<file path="src/rtl/herloa_pipe.sv">
// herloa_pipe: two-stage pipelined approximate adder (OR-based lower part of width k_eff, exact upper part).
// Optional macro HERLOA_ERR_MON_EN adds the err / err_cnt / err_clr error-monitor ports.
`timescale 1ns/1ps
module herloa_pipe #(
  parameter int N    = 16,
  parameter int KMAX = 11,
  parameter int KW   = 4
) (
  input  logic          clk,
  input  logic          rst_n,
  input  logic          in_valid,
  output logic          in_ready,
  input  logic [N-1:0]  a,
  input  logic [N-1:0]  b,
  input  logic [KW-1:0] k,
  output logic          out_valid,
  input  logic          out_ready,
  output logic [N-1:0]  s,
  output logic          cout
`ifdef HERLOA_ERR_MON_EN
  ,
  output logic [N:0]    err,
  output logic [15:0]   err_cnt,
  input  logic          err_clr
`endif
);

  localparam logic [KW-1:0] KMAX_K = KW'(KMAX);

  logic          adv;
  logic [KW-1:0] ke_d;
  logic [N-1:0]  lo_d, ha_d, hb_d;
  logic          c_d, g2;

  logic          v1_q, v2_q;
  logic [KW-1:0] ke1_q;
  logic [N-1:0]  lo1_q, ha1_q, hb1_q;
  logic          c1_q;

  logic [N:0]    cin_vec, up_sum;
  logic [N-1:0]  s_d, s_q;
  logic          cout_d, cout_q;

  // Whole pipeline advances together; a stalled output freezes every stage.
  assign adv       = !v2_q || out_ready;
  assign in_ready  = adv;
  assign out_valid = v2_q;
  assign s         = s_q;
  assign cout      = cout_q;

  always_comb begin
    ke_d = (k > KMAX_K) ? KMAX_K : k;
    g2   = 1'b0;
    c_d  = 1'b0;
    lo_d = '0;
    ha_d = a;
    hb_d = b;
    for (int i = 0; i < N; i++) begin
      if (i == int'(ke_d) - 2) g2  = a[i] & b[i];
      if (i == int'(ke_d) - 1) c_d = a[i] & b[i];
    end
    // Bits below k_eff-2 are forced high when the k_eff-2 generate fires (error reduction).
    for (int i = 0; i < N; i++) begin
      if (i < int'(ke_d)) begin
        ha_d[i] = 1'b0;
        hb_d[i] = 1'b0;
      end
      if (i < int'(ke_d) - 2)
        lo_d[i] = a[i] | b[i] | g2;
      else if (i == int'(ke_d) - 2)
        lo_d[i] = a[i] | b[i];
      else if (i == int'(ke_d) - 1)
        lo_d[i] = (ke_d == KW'(1)) ? (a[i] | b[i]) : ((a[i] ^ b[i]) | g2);
    end
  end

  // Upper operands have their lower k_eff bits zeroed, so the lower carry enters at bit k_eff.
  always_comb begin
    cin_vec = {{N{1'b0}}, c1_q} << ke1_q;
    up_sum  = {1'b0, ha1_q} + {1'b0, hb1_q} + cin_vec;
    s_d     = up_sum[N-1:0] | lo1_q;
    cout_d  = up_sum[N];
  end

  always_ff @(posedge clk) begin
    if (!rst_n) begin
      v1_q   <= 1'b0;
      v2_q   <= 1'b0;
      s_q    <= '0;
      cout_q <= 1'b0;
    end else if (adv) begin
      v1_q <= in_valid;
      v2_q <= v1_q;
      if (v1_q) begin
        s_q    <= s_d;
        cout_q <= cout_d;
      end
    end
  end

  always_ff @(posedge clk) begin
    if (adv && in_valid) begin
      ke1_q <= ke_d;
      lo1_q <= lo_d;
      ha1_q <= ha_d;
      hb1_q <= hb_d;
      c1_q  <= c_d;
    end
  end

`ifdef HERLOA_ERR_MON_EN
  logic [N:0]  ex1_q, approx, err_d, err_q;
  logic [15:0] err_cnt_q;

  always_comb begin
    approx = {cout_d, s_d};
    err_d  = (ex1_q >= approx) ? (ex1_q - approx) : (approx - ex1_q);
  end

  always_ff @(posedge clk) begin
    if (adv && in_valid) ex1_q <= {1'b0, a} + {1'b0, b};
  end

  always_ff @(posedge clk) begin
    if (!rst_n) begin
      err_q <= '0;
    end else if (adv && v1_q) begin
      err_q <= err_d;
    end
  end

  // Clear has priority over a coincident increment.
  always_ff @(posedge clk) begin
    if (!rst_n || err_clr) begin
      err_cnt_q <= '0;
    end else if (v2_q && out_ready && (err_q != '0) && (err_cnt_q != 16'hFFFF)) begin
      err_cnt_q <= err_cnt_q + 16'd1;
    end
  end

  assign err     = err_q;
  assign err_cnt = err_cnt_q;
`endif

endmodule

</file>
<file path="config.mk">
export PLATFORM = sky130hd
export DESIGN_NAME = herloa_pipe
export DESIGN_NICKNAME = d
export VERILOG_FILES = /design/src/rtl/herloa_pipe.sv
export SDC_FILE = /design/constraint.sdc
export NUM_CORES = 1
export LEC_CHECK = 0
export CAP_MARGIN = 0
export CORE_UTILIZATION = 58
export CTS_CLUSTER_DIAMETER = 120
export DETAILED_ROUTE_END_ITERATION = 8
export GPL_TIMING_DRIVEN = 0
export PLACE_DENSITY = 0.82
export SETUP_SLACK_MARGIN = 0.15
export SLEW_MARGIN = 20
export SYNTH_ARGS = -nofsm -noshare
export SYNTH_HDL_FRONTEND = slang
export SYNTH_SLANG_ARGS = --single-unit
export TNS_END_PERCENT = 20
</file>
<file path="constraint.sdc">
create_clock -name clk -period 4.4 [get_ports clk]
set_input_delay 0.66 -clock clk [delete_from_list [all_inputs] [get_ports clk]]
set_output_delay 0.66 -clock clk [all_outputs]
set_load 0.01 [all_outputs]
</file>
After elaboration in Yosys (flattened, before gate mapping)

Cells that the tools add are included.
W data, S select, Z words.

Memory bits (read-only): 0
Bits in registers: 72
Logic and storage cells: 291
Memories: 0
Bits in latches: 0
Bits in writable memories: 0
Bits of input ports: 40

Shift-type cells: 1
Mux-type cells: 97
Multipliers: 0
Bitwise gates (word level): 81
Reduce and logical (&&, ||, !) cells: 6
Magnitude comparators: 32
Equality and inequality tests: 31
Add/sub/neg operators: 4
Div/mod/pow operators: 0

Operators by type and width:

| kind                  | count |
|---|---|
| $mux W1               | 96 |
| $eq A5 B5 Y1 const A  | 16 |
| $logic_not A32 Y1     | 2 |
| $or A1 B1 Y1          | 48 |
| $eq A4 B5 Y1 const A  | 8 |
| $lt A5 B5 Y1 const A  | 8 |
| $lt A4 B4 Y1 const A  | 7 |
| $eq A3 B5 Y1 const A  | 4 |
| $lt A4 B5 Y1 const A  | 4 |
| $add A16 B16 Y17      | 1 |
| $add A17 B17 Y17      | 1 |
| $shl A1 B4 Y17        | 1 |
| $and A1 B1 Y1         | 16 |
| $lt A3 B4 Y1 const A  | 4 |
| $or A16 B16 Y16       | 1 |
| $xor A1 B1 Y1         | 16 |
| $eq A2 B5 Y1 const A  | 2 |
| $lt A3 B5 Y1 const A  | 2 |
| $lt A1 B4 Y1 const A  | 2 |
| $lt A2 B4 Y1 const A  | 2 |
| $lt A1 B5 Y1 const A  | 1 |
| $lt A2 B5 Y1 const A  | 1 |
| $sub A4 B1 Y5 const B | 1 |
| $sub A4 B2 Y5 const B | 1 |
| other kinds (7)       | 7 |

Longest topological paths before layout

Gate-level depths: netlist of run 1.

Depth after elaboration: 25
Gate-level depth with buffers: 17

Worst setup path before layout of run 1

Ideal clock, no wire load.

Path type: input to register
Start point: input k[2]
End point: register lo1_q[4], data pin
Slack: 0.596 ns
Stages on the path: 17
Setup time: 0.275 ns
Data arrival time: 3.529 ns
Path buffers: 5
Cell sequence: buf_6 clkbuf_1 or2_2 inv_1 ha_1 buf_2 buf_1 clkbuf_1 nand2b_1 nor2_1 ha_1 nand2_1 mux2i_1 o21ai_0 a21oi_4 nor3_4 o221ai_1

Cells in the longest elaborated chain, start to end: 25
Elaborated cells between the ends (all ways): 45
Those cells by class: add/sub: 2; order compare: 2; eq/ne: 17; mux: 21; bitwise: 2; reduce/logical: 1

Ends and longest elaborated chain:

| item                   | RTL line   | RTL |
|---|---|---|
| from (decl)            | 15         | `input logic [KW-1:0] k,` |
| $gt A4 B4 Y1           | 52         | `ke_d = (k > KMAX_K) ? KMAX_K : k;` |
| $mux W4 *              | 52         |  |
| $sub A4 B2 Y5          | 59, 68, 70 |  |
| $logic_not A32 Y1      | 59         | `if (i == int'(ke_d) - 2) g2 = a[i] & b[i];` |
| $mux W1 (16 in series) | 59         |  |
| $or A1 B1 Y1           | 73         | `lo_d[i] = (ke_d == KW'(1)) ? (a[i] \| b[i]) : ((a[i] ^ b[i]) \| g2);` |
| $mux W1                | 73         |  |
| $mux W1                | 72         | `else if (i == int'(ke_d) - 1)` |
| $mux W1                | 70         | `else if (i == int'(ke_d) - 2)` |
| $mux W1 *              | 68         | `if (i < int'(ke_d) - 2)` |
| via lo_d[4]            | 32         | `logic [N-1:0] lo_d, ha_d, hb_d;` |
| to (signal assigned)   | 104        | `lo1_q <= lo_d;` |
| to (decl)              | 37         | `logic [N-1:0] lo1_q, ha1_q, hb1_q;` |

Mark *: on every way through the listed nets, which the timed path passes. The rest lies on a longest branch.
A chain may end at the register's enable or synchronous reset.

Final worst setup path of run 1

Start point: input k[2]
End point: register lo1_q[5], data pin

Same word-level chain as after synthesis.

==> flow_summary_export.csv, run 1 <==
group,metric,value,unit
synthesis,xor_xnor_fraction_of_synth_area,2.586,%
run,max-cap-violations,0,
clock_network,clock-sinks,72,
cells_and_area,final_common_cell,"sky130_fd_sc_hd__nor2_1",
synthesis,synthesized_area_fraction_occupied_by_and_or_nand_nor_cells,18.79,%
grt,grt_antenna_before_repair,1,
die,dieWidth,99.08,um
critical_path,reg2reg_slack,0.49,ns
synthesis,synth_compound_gate_area_share,16.75,%
timing,fin_hold_ws,0.4923,ns
clock_network,clkTransAtPathRegs,0.07,ns
timing,max_freq,249.7,MHz
die,die_span_in_y,99.08,um
synthesis,top_ff_cell_synth,"sky130_fd_sc_hd__edfxtp_1",
timing,rsz0062_at_grt,"no",
synthesis,ys_ff_latch,72,
timing,post-route-min-period,4.004,ns
critical_path,startpoint_of_the_worst_slack_reg_to_reg_timing_path,"ke1_q[1]",
synthesis,synth.mux.area_fraction,0.7782,%
timing,final.setup.tns,0,ns
synthesis,netlist_area,5466,sq um
cells_and_area,fin_nets,765,
critical_path,r2r-end,"s[15]",
timing,slew_limit_headroom,43.24,%
cells_and_area,layout.core_utilization,70.37,%
cells_and_area,commonest_cells_after_routing_fill_and_taps_aside,"sky130_fd_sc_hd__nor2_1, sky130_fd_sc_hd__clkdlybuf4s50_1, sky130_fd_sc_hd__inv_1, sky130_fd_sc_hd__ha_1, sky130_fd_sc_hd__edfxtp_1",
status,run_status,"complete, but fails checks",
hold_path,worstHoldStart,"lo1_q[3]",
placed_design,place_congestion,0.9448,
critical_path,kind_of_critical_path,"primary input to flip-flop",
clock_network,cts.htree.levels,3,
grt,maximum_number_of_pins_on_one_net_before_global_route_repair,32,
pwr,power.density_cell_area,300.1,nW/um^2
routing,route.detailed.vias_per_inst,5.885,
clock_network,clkLatencyLatePin,0.35,ns
timing,worst_clock_skew,0.006840,ns
status,violations_in_the_final_reports,"design-rule violations",
cells_and_area,area_delta_synth_final,18.38,%
routing,first_iter_violations,369,
clock_network,total_cts_buffers,9,
grt,grt_total_ovfl,0,
clock_network,cts.hold.buffers_added,0,
routing,drt_pre_antenna_iters,8,
timing,timing_hold_violations_final,0,
routing,detailroute.via_count,4543,
synthesis,postSynthAreaPerCell,9.376,sq um
synthesis,ys_types,76,
synthesis,yosys_warnings,0,
die,initial_core_utilization,59.44,%
synthesis,synth_seq_area_share,36.07,%
placed_design,post_dp_area,6187,sq um
cells_and_area,share_of_final_layout_standard_cells_stronger_than_drive_strength_1,8.636,%
critical_path,reg2regPathDepth,14,
synthesis,mappedNetlistNets,693,
critical_path,cp_data_required_time,4.46,ns
cells_and_area,layout.filler_cells,729,
synthesis,yosys.area_share.adder,18.36,%
placed_design,port_buffers,56,
pwr,p_leak,2.686,nW
die,fp-row-count,35,
pwr,vdd.ir_drop.worst,0.1585,mV
synthesis,synth-async-reset-ratio,0,%
timing,tightest_slew,0.8483,ns
hold_path,min_to,"s[3]",
critical_path,path_max_fanout,10,
routing,drt_drc_violations_left,2,
synthesis,syn_inst,583,
critical_path,worst_setup_ep_type,"flip-flop",
grt,grtUsageTotal,31.10,%
grt,number_of_global_route_vias_before_repair,4585,
placed_design,dpl.hpwl,11590,um
clock_network,cts_max_path_buffers,2,
die,dieArea,9817,sq um
synthesis,synth_edf_count,53,
cells_and_area,final_design_area_no_fill,6471,sq um
hold_path,min_path_type,"flip-flop to flip-flop",
timing,finalSetupViolations,0,
synthesis,synth_top_family_by_area,"simple AND/OR/NAND/NOR gates",
routing,routed_wl,14480,um
routing,postRouteAntennaNets,0,
timing,min_period_over_period,91.00,%
hold_path,number_of_instances_on_the_worst_hold_path,2,
clock_network,tritoncts,"yes",
timing,finalMaxSlewViolations,0,
critical_path,worst_setup_path_start_kind,"primary input",
clock_network,cts-root-buf,"sky130_fd_sc_hd__clkbuf_8",
routing,drt-wirelength-per-cell,18.75,um
die,top_level_ports,59,
grt,grt_first_pass_wirelength,23010,um
critical_path,arr_time_crit_path,4.06,ns
die,coreArea,9196,sq um
[per-layer routing]
metal / share of wire (%) / global-route usage, %
met5: 0 / 0
met1: 42 / 39.13
met3: 5.9 / 4.113
met4: 2.8 / 11.54
met2: 50 / 54.76
[where the power goes]
part	switching (mW)	internal (mW)	leakage, nW
combinational	0.326	0.245	1.90
clock	0.237	0.316	0.0999
sequential	0.0252	0.792	0.685
total	0.589	1.35	2.69
[cell type report]
type	instances	area, sq um	share of cell area [%]
diodes	1	2.502	0.03867
plain buffers	31	158.9	2.456
clock buffers	10	127.6	1.972
clock inverters	6	83.83	1.295
inverters	57	214.0	3.306
multi-input cells	423	3148	48.65
flip-flops and latches	72	1972	30.47
well taps	111	138.9	2.146
repair buffers	61	625.6	9.667
[worst max-delay path: stages]
cell and delay (ns):
sky130_fd_sc_hd__buf_6 0.13, sky130_fd_sc_hd__clkbuf_1 0.24, sky130_fd_sc_hd__or2_2 0.39, sky130_fd_sc_hd__inv_1 0.14
sky130_fd_sc_hd__ha_1 0.24, sky130_fd_sc_hd__buf_2 0.20, sky130_fd_sc_hd__buf_4 0.20, sky130_fd_sc_hd__clkbuf_4 0.22
sky130_fd_sc_hd__nand2b_1 0.17, sky130_fd_sc_hd__nor2_1 0.07, sky130_fd_sc_hd__ha_1 0.19, sky130_fd_sc_hd__nand2_1 0.07
sky130_fd_sc_hd__mux2i_1 0.06, sky130_fd_sc_hd__o21ai_1 0.23, sky130_fd_sc_hd__a21oi_4 0.13, sky130_fd_sc_hd__buf_4 0.18
sky130_fd_sc_hd__nor4_1 0.33, sky130_fd_sc_hd__o221ai_1 0.20
[synth_stat cells, types with 6 or more instances]
| master | n | area share [%] |
|---|---|---|
| sky130_fd_sc_hd__dfxtp_1 | 19 | 7.0 |
| sky130_fd_sc_hd__inv_1 | 54 | 3.7 |
| sky130_fd_sc_hd__a211oi_1 | 7 | 0.96 |
| sky130_fd_sc_hd__a21oi_1 | 38 | 3.5 |
| sky130_fd_sc_hd__nor2_1 | 70 | 4.8 |
| sky130_fd_sc_hd__nor3_1 | 22 | 2.0 |
| sky130_fd_sc_hd__o21ai_0 | 28 | 2.6 |
| sky130_fd_sc_hd__edfxtp_1 | 53 | 29 |
| sky130_fd_sc_hd__nand3_1 | 11 | 1.0 |
| sky130_fd_sc_hd__nand2_1 | 35 | 2.4 |
| sky130_fd_sc_hd__and2_1 | 9 | 1.0 |
| sky130_fd_sc_hd__xnor2_1 | 6 | 0.96 |
| sky130_fd_sc_hd__xor2_1 | 7 | 1.1 |
| sky130_fd_sc_hd__ha_1 | 53 | 12 |
| sky130_fd_sc_hd__nand3b_1 | 8 | 1.1 |
| sky130_fd_sc_hd__nand2b_1 | 8 | 0.92 |
| sky130_fd_sc_hd__clkbuf_1 | 22 | 1.5 |
| sky130_fd_sc_hd__fa_1 | 17 | 6.2 |
[how the worst max path moves through the flow]
| stage | start | to | depth (start not counted) |
|---|---|---|---|
| final | k[2] | lo1_q[5] | 18 |
| after global routing | k[2] | lo1_q[7] | 18 |
| after CTS | k[1] | lo1_q[5] | 18 |
| after detailed placement | k[1] | lo1_q[7] | 17 |
| after global placement | k[1] | lo1_q[7] | 17 |
| after floorplan | k[2] | lo1_q[4] | 17 |
[sequential cells by signal, summed over array words and instances, names as in the netlist, 4 cells and up]
signal and flops:
s 16, hb1_q 16, lo1_q 16, ke1_q 4
ha1_q 16
[through the flow]
stage / setup slack (ns) / instances / power [mW]
after CTS: 0.1514 / 771 / 1.941
after global routing: 0.2118 / 771 / 2.037
after global placement: -0.9544 / 750 / 1.348
after floorplan: 0.5961 / 583 / 1.179
after detailed placement: -0.9402 / 751 / 1.373
final: 0.3959 / 772 / 1.942
[logic make-up (layout without fill, tap and decap cells)]
family	after synthesis	after routing
other cells	0	1
flops	72	72
compound gates	134	134
buf+inv	88	165
fa+ha+maj	70	70
xor+xnor	14	14
simple gates	201	201
mux	4	4
[what timing repair did]
| item | CTS | global route |
|---|---|---|
| setup endpoints to repair | 14 | 14 |
| pin swaps | 2 | 0 |
| setup buffers | 4 | 0 |
| gates resized for setup | 9 | 1 |
Note: power is estimated with default switching activity, not from simulation.
==> run 2: changes to the inputs <==
--- a/config.mk
+++ b/config.mk
@@ -5,13 +5,13 @@
 export SDC_FILE = /design/constraint.sdc
 export NUM_CORES = 1
 export LEC_CHECK = 0
-export CAP_MARGIN = 0
 export CORE_UTILIZATION = 58
 export CTS_CLUSTER_DIAMETER = 120
 export DETAILED_ROUTE_END_ITERATION = 8
 export GPL_TIMING_DRIVEN = 0
 export PLACE_DENSITY = 0.82
 export SETUP_SLACK_MARGIN = 0.15
+export SKIP_LAST_GASP = 1
 export SLEW_MARGIN = 20
 export SYNTH_ARGS = -nofsm -noshare
 export SYNTH_HDL_FRONTEND = slang
==> results of run 2 <==
No change in the layout: final DEF, timing and power equal those of run 1.
==> run 3: changes to the inputs <==
--- a/config.mk
+++ b/config.mk
@@ -5,12 +5,15 @@
 export SDC_FILE = /design/constraint.sdc
 export NUM_CORES = 1
 export LEC_CHECK = 0
-export CORE_UTILIZATION = 58
+export CAP_MARGIN = 20
+export CELL_PAD_IN_SITES_DETAIL_PLACEMENT = 2
+export CELL_PAD_IN_SITES_GLOBAL_PLACEMENT = 2
+export CORE_UTILIZATION = 36
 export CTS_CLUSTER_DIAMETER = 120
 export DETAILED_ROUTE_END_ITERATION = 8
 export GPL_TIMING_DRIVEN = 0
-export PLACE_DENSITY = 0.82
-export SETUP_SLACK_MARGIN = 0.15
+export PLACE_DENSITY_LB_ADDON = 0.1
+export SETUP_SLACK_MARGIN = 0.4
 export SKIP_LAST_GASP = 1
 export SLEW_MARGIN = 20
 export SYNTH_ARGS = -nofsm -noshare
==> flow_summary_export.csv, run 3 (synthesized netlist as in run 1, its figures left out) <==
group,metric,value,unit
status,run_status,"finished, final reports clean",
routing,drt-wirelength-per-cell,22.84,um
die,dieArea,15680,sq um
timing,finalSetupViolations,0,
cells_and_area,commonest_cells_after_routing_fill_and_taps_aside,"sky130_fd_sc_hd__nor2_1, sky130_fd_sc_hd__clkdlybuf4s50_1, sky130_fd_sc_hd__inv_1, sky130_fd_sc_hd__ha_1, sky130_fd_sc_hd__edfxtp_1",
placed_design,pre_cts_ws,-1.145,ns
critical_path,kind_of_critical_path,"primary input to flip-flop",
critical_path,reg2regPathDepth,11,
clock_network,cts-root-buf,"sky130_fd_sc_hd__clkbuf_16",
grt,maximum_number_of_pins_on_one_net_before_global_route_repair,55,
critical_path,cpPeakStageDelay,0.37,ns
clock_network,clkLatencyLatePin,0.34,ns
die,fp-row-count,44,
placed_design,place_congestion,0.9031,
timing,fin_hold_ws,0.4976,ns
run,max-cap-violations,0,
grt,grtUsageTotal,25.87,%
placed_design,dpl.hpwl,15030,um
pwr,switchingPower,0.6745,mW
timing,fin_ws,0.5278,ns
routing,drt_drc_violations_left,0,
timing,slew_limit_headroom,39.78,%
cells_and_area,multiInputGateArea,3201,sq um
timing,timing_hold_violations_final,0,
routing,postRouteAntennaNets,0,
pwr,pwr-share-clk,35.1,%
die,initial_core_utilization,37.19,%
clock_network,cts.htree.levels,3,
pwr,internal_power,1.542,mW
grt,grt_total_ovfl,0,
cells_and_area,fin_nets,766,
cells_and_area,share_of_final_layout_standard_cells_stronger_than_drive_strength_1,10.89,%
clock_network,clkTransAtPathRegs,0.06,ns
timing,worst_clock_skew,0.007039,ns
hold_path,worstHoldStart,"lo1_q[6]",
critical_path,crit_end,"lo1_q[5]",
die,top_level_ports,59,
clock_network,cts_max_path_buffers,2,
cells_and_area,insertedDiodeCount,0,
timing,finalMaxSlewViolations,0,
critical_path,timing.critical_path.slowest_stage_cell,"sky130_fd_sc_hd__or2_2",
cells_and_area,area_delta_synth_final,22.98,%
pwr,switching_share,30.43,%
timing,max_freq,258.3,MHz
pwr,power.density_cell_area,329.7,nW/um^2
die,coreArea,14700,sq um
pwr,power.total,2.217,mW
clock_network,tritoncts,"yes",
critical_path,r2r-end,"s[14]",
cells_and_area,layout.filler_cells,1561,
timing,post-route-min-period,3.872,ns
timing,tightest_slew,0.8999,ns
critical_path,startpoint_of_the_worst_slack_reg_to_reg_timing_path,"ke1_q[0]",
pwr,p_leak,2.757,nW
timing,rsz0062_at_grt,"yes",
critical_path,path_max_fanout,10,
critical_path,worst_setup_ep_type,"flip-flop",
hold_path,min_path_type,"flip-flop to flip-flop",
critical_path,reg2reg_slack,0.54,ns
cells_and_area,final_common_cell,"sky130_fd_sc_hd__nor2_1",
routing,route.detailed.vias_per_inst,5.529,
timing,min_period_over_period,88.00,%
routing,routed_wl,19300,um
clock_network,cts.hold.buffers_added,0,
routing,first_iter_violations,231,
critical_path,arr_time_crit_path,3.92,ns
grt,number_of_global_route_vias_before_repair,5296,
cells_and_area,layout.core_utilization,45.74,%
pwr,seq_power_share,37.1,%
critical_path,cp_data_required_time,4.44,ns
placed_design,port_buffers,56,
clock_network,total_cts_buffers,9,
critical_path,worstPathCellList,"buf_6 > clkbuf_2 > or2_2 > inv_2 > ha_1 > clkbuf_4 > buf_4 > clkbuf_8 > nand2b_4 > nor2_1 > ha_1 > nand2_1 > mux2i_1 > o21ai_2 > a21oi_4 > buf_4 > buf_4 > o41ai_2 > o221ai_1",
critical_path,cpMostUsedCell,"sky130_fd_sc_hd__buf_4",
clock_network,clock-sinks,72,
critical_path,crit_path_start,"k[2]",
pwr,vdd.ir_drop.worst,0.1741,mV
placed_design,post_dp_area,6260,sq um
grt,grt_antenna_before_repair,2,
pwr,share_comb_of_total_power,27.8,%
routing,drt_pre_antenna_iters,7,
cells_and_area,final_design_area_no_fill,6723,sq um
critical_path,worst_setup_path_start_kind,"primary input",
grt,grt_first_pass_wirelength,30400,um
die,dieWidth,125.2,um
cells_and_area,seq_area,1972,sq um
routing,detailroute.via_count,4672,
die,die_span_in_y,125.2,um
==> run 3: changes by cell type in the layout (fill, tap and decap cells not counted), moves of 3 or more <==
cell	before	now
sky130_fd_sc_hd__clkbuf_16	0	9
sky130_fd_sc_hd__clkbuf_8	9	1
sky130_fd_sc_hd__clkbuf_1	21	18
sky130_fd_sc_hd__clkbuf_2	2	5
==> run 3: final cells by class <==
cell class / instances / area share, %
multi-input cells: 423 / 47.61
flip-flops and latches: 72 / 29.33
repair buffers: 62 / 9.120
well taps: 184 / 3.425
clock buffers: 10 / 3.406
inverters: 57 / 3.183
plain buffers: 31 / 2.680
clock inverters: 6 / 1.247
==> run 3: critical path, delay by kind of cell <==
family	cells	cell delay, ns
muxes	1	0.07
buffers and inverters	8	1.36
and+or+nand+nor	4	0.59
adders and majority gates	2	0.43
AOI/OAI and AO/OA	4	0.77
==> run 3: routing by layer <==
layer | wire, um | track usage, % | up-vias
li1 | - | - | 2201
met1 | 8388 | 31.41 | 2361
met2 | 10020 | 47.09 | 80
met3 | 498 | 3.894 | 28
met4 | 381 | 7.676 | 2
met5 | 13 | 0 | -
==> run 3: worst min-delay path by stage <==
stage / slack, ns / cells after the start / to
global route: 0.53 / 2 / s[6]
CTS: 0.50 / 2 / s[3]
finish: 0.50 / 2 / s[6]
detailed placement: 0.47 / 2 / s[3]
floorplan: 0.45 / 2 / s[3]
global placement: 0.47 / 2 / s[4]
==> run 3: power by group through the flow <==
stage / Sequential (mW) / Combinational [mW] / Clock [mW]
3_5_place_dp: 0.837 / 0.570 / 0
6_report: 0.823 / 0.616 / 0.778
2_1_floorplan: 0.835 / 0.343 / 0
4_1_cts: 0.824 / 0.607 / 0.792
5_1_grt: 0.829 / 0.672 / 0.811
3_3_place_gp: 0.833 / 0.543 / 0
==> run 3: per-stage QoR <==
stage / setup TNS, ns / cells
global route: 0 / 845
global placement: -12.39 / 823
detailed placement: -12.50 / 823
CTS: 0 / 843
finish: 0 / 845
floorplan: 0 / 583
==> run 3: repair_timing <==
item / in CTS / in global routing
buffers inserted: 4 / 2
setup endpoints to repair: 16 / 12
resized for setup: 17 / 18
pin swaps: 3 / 5
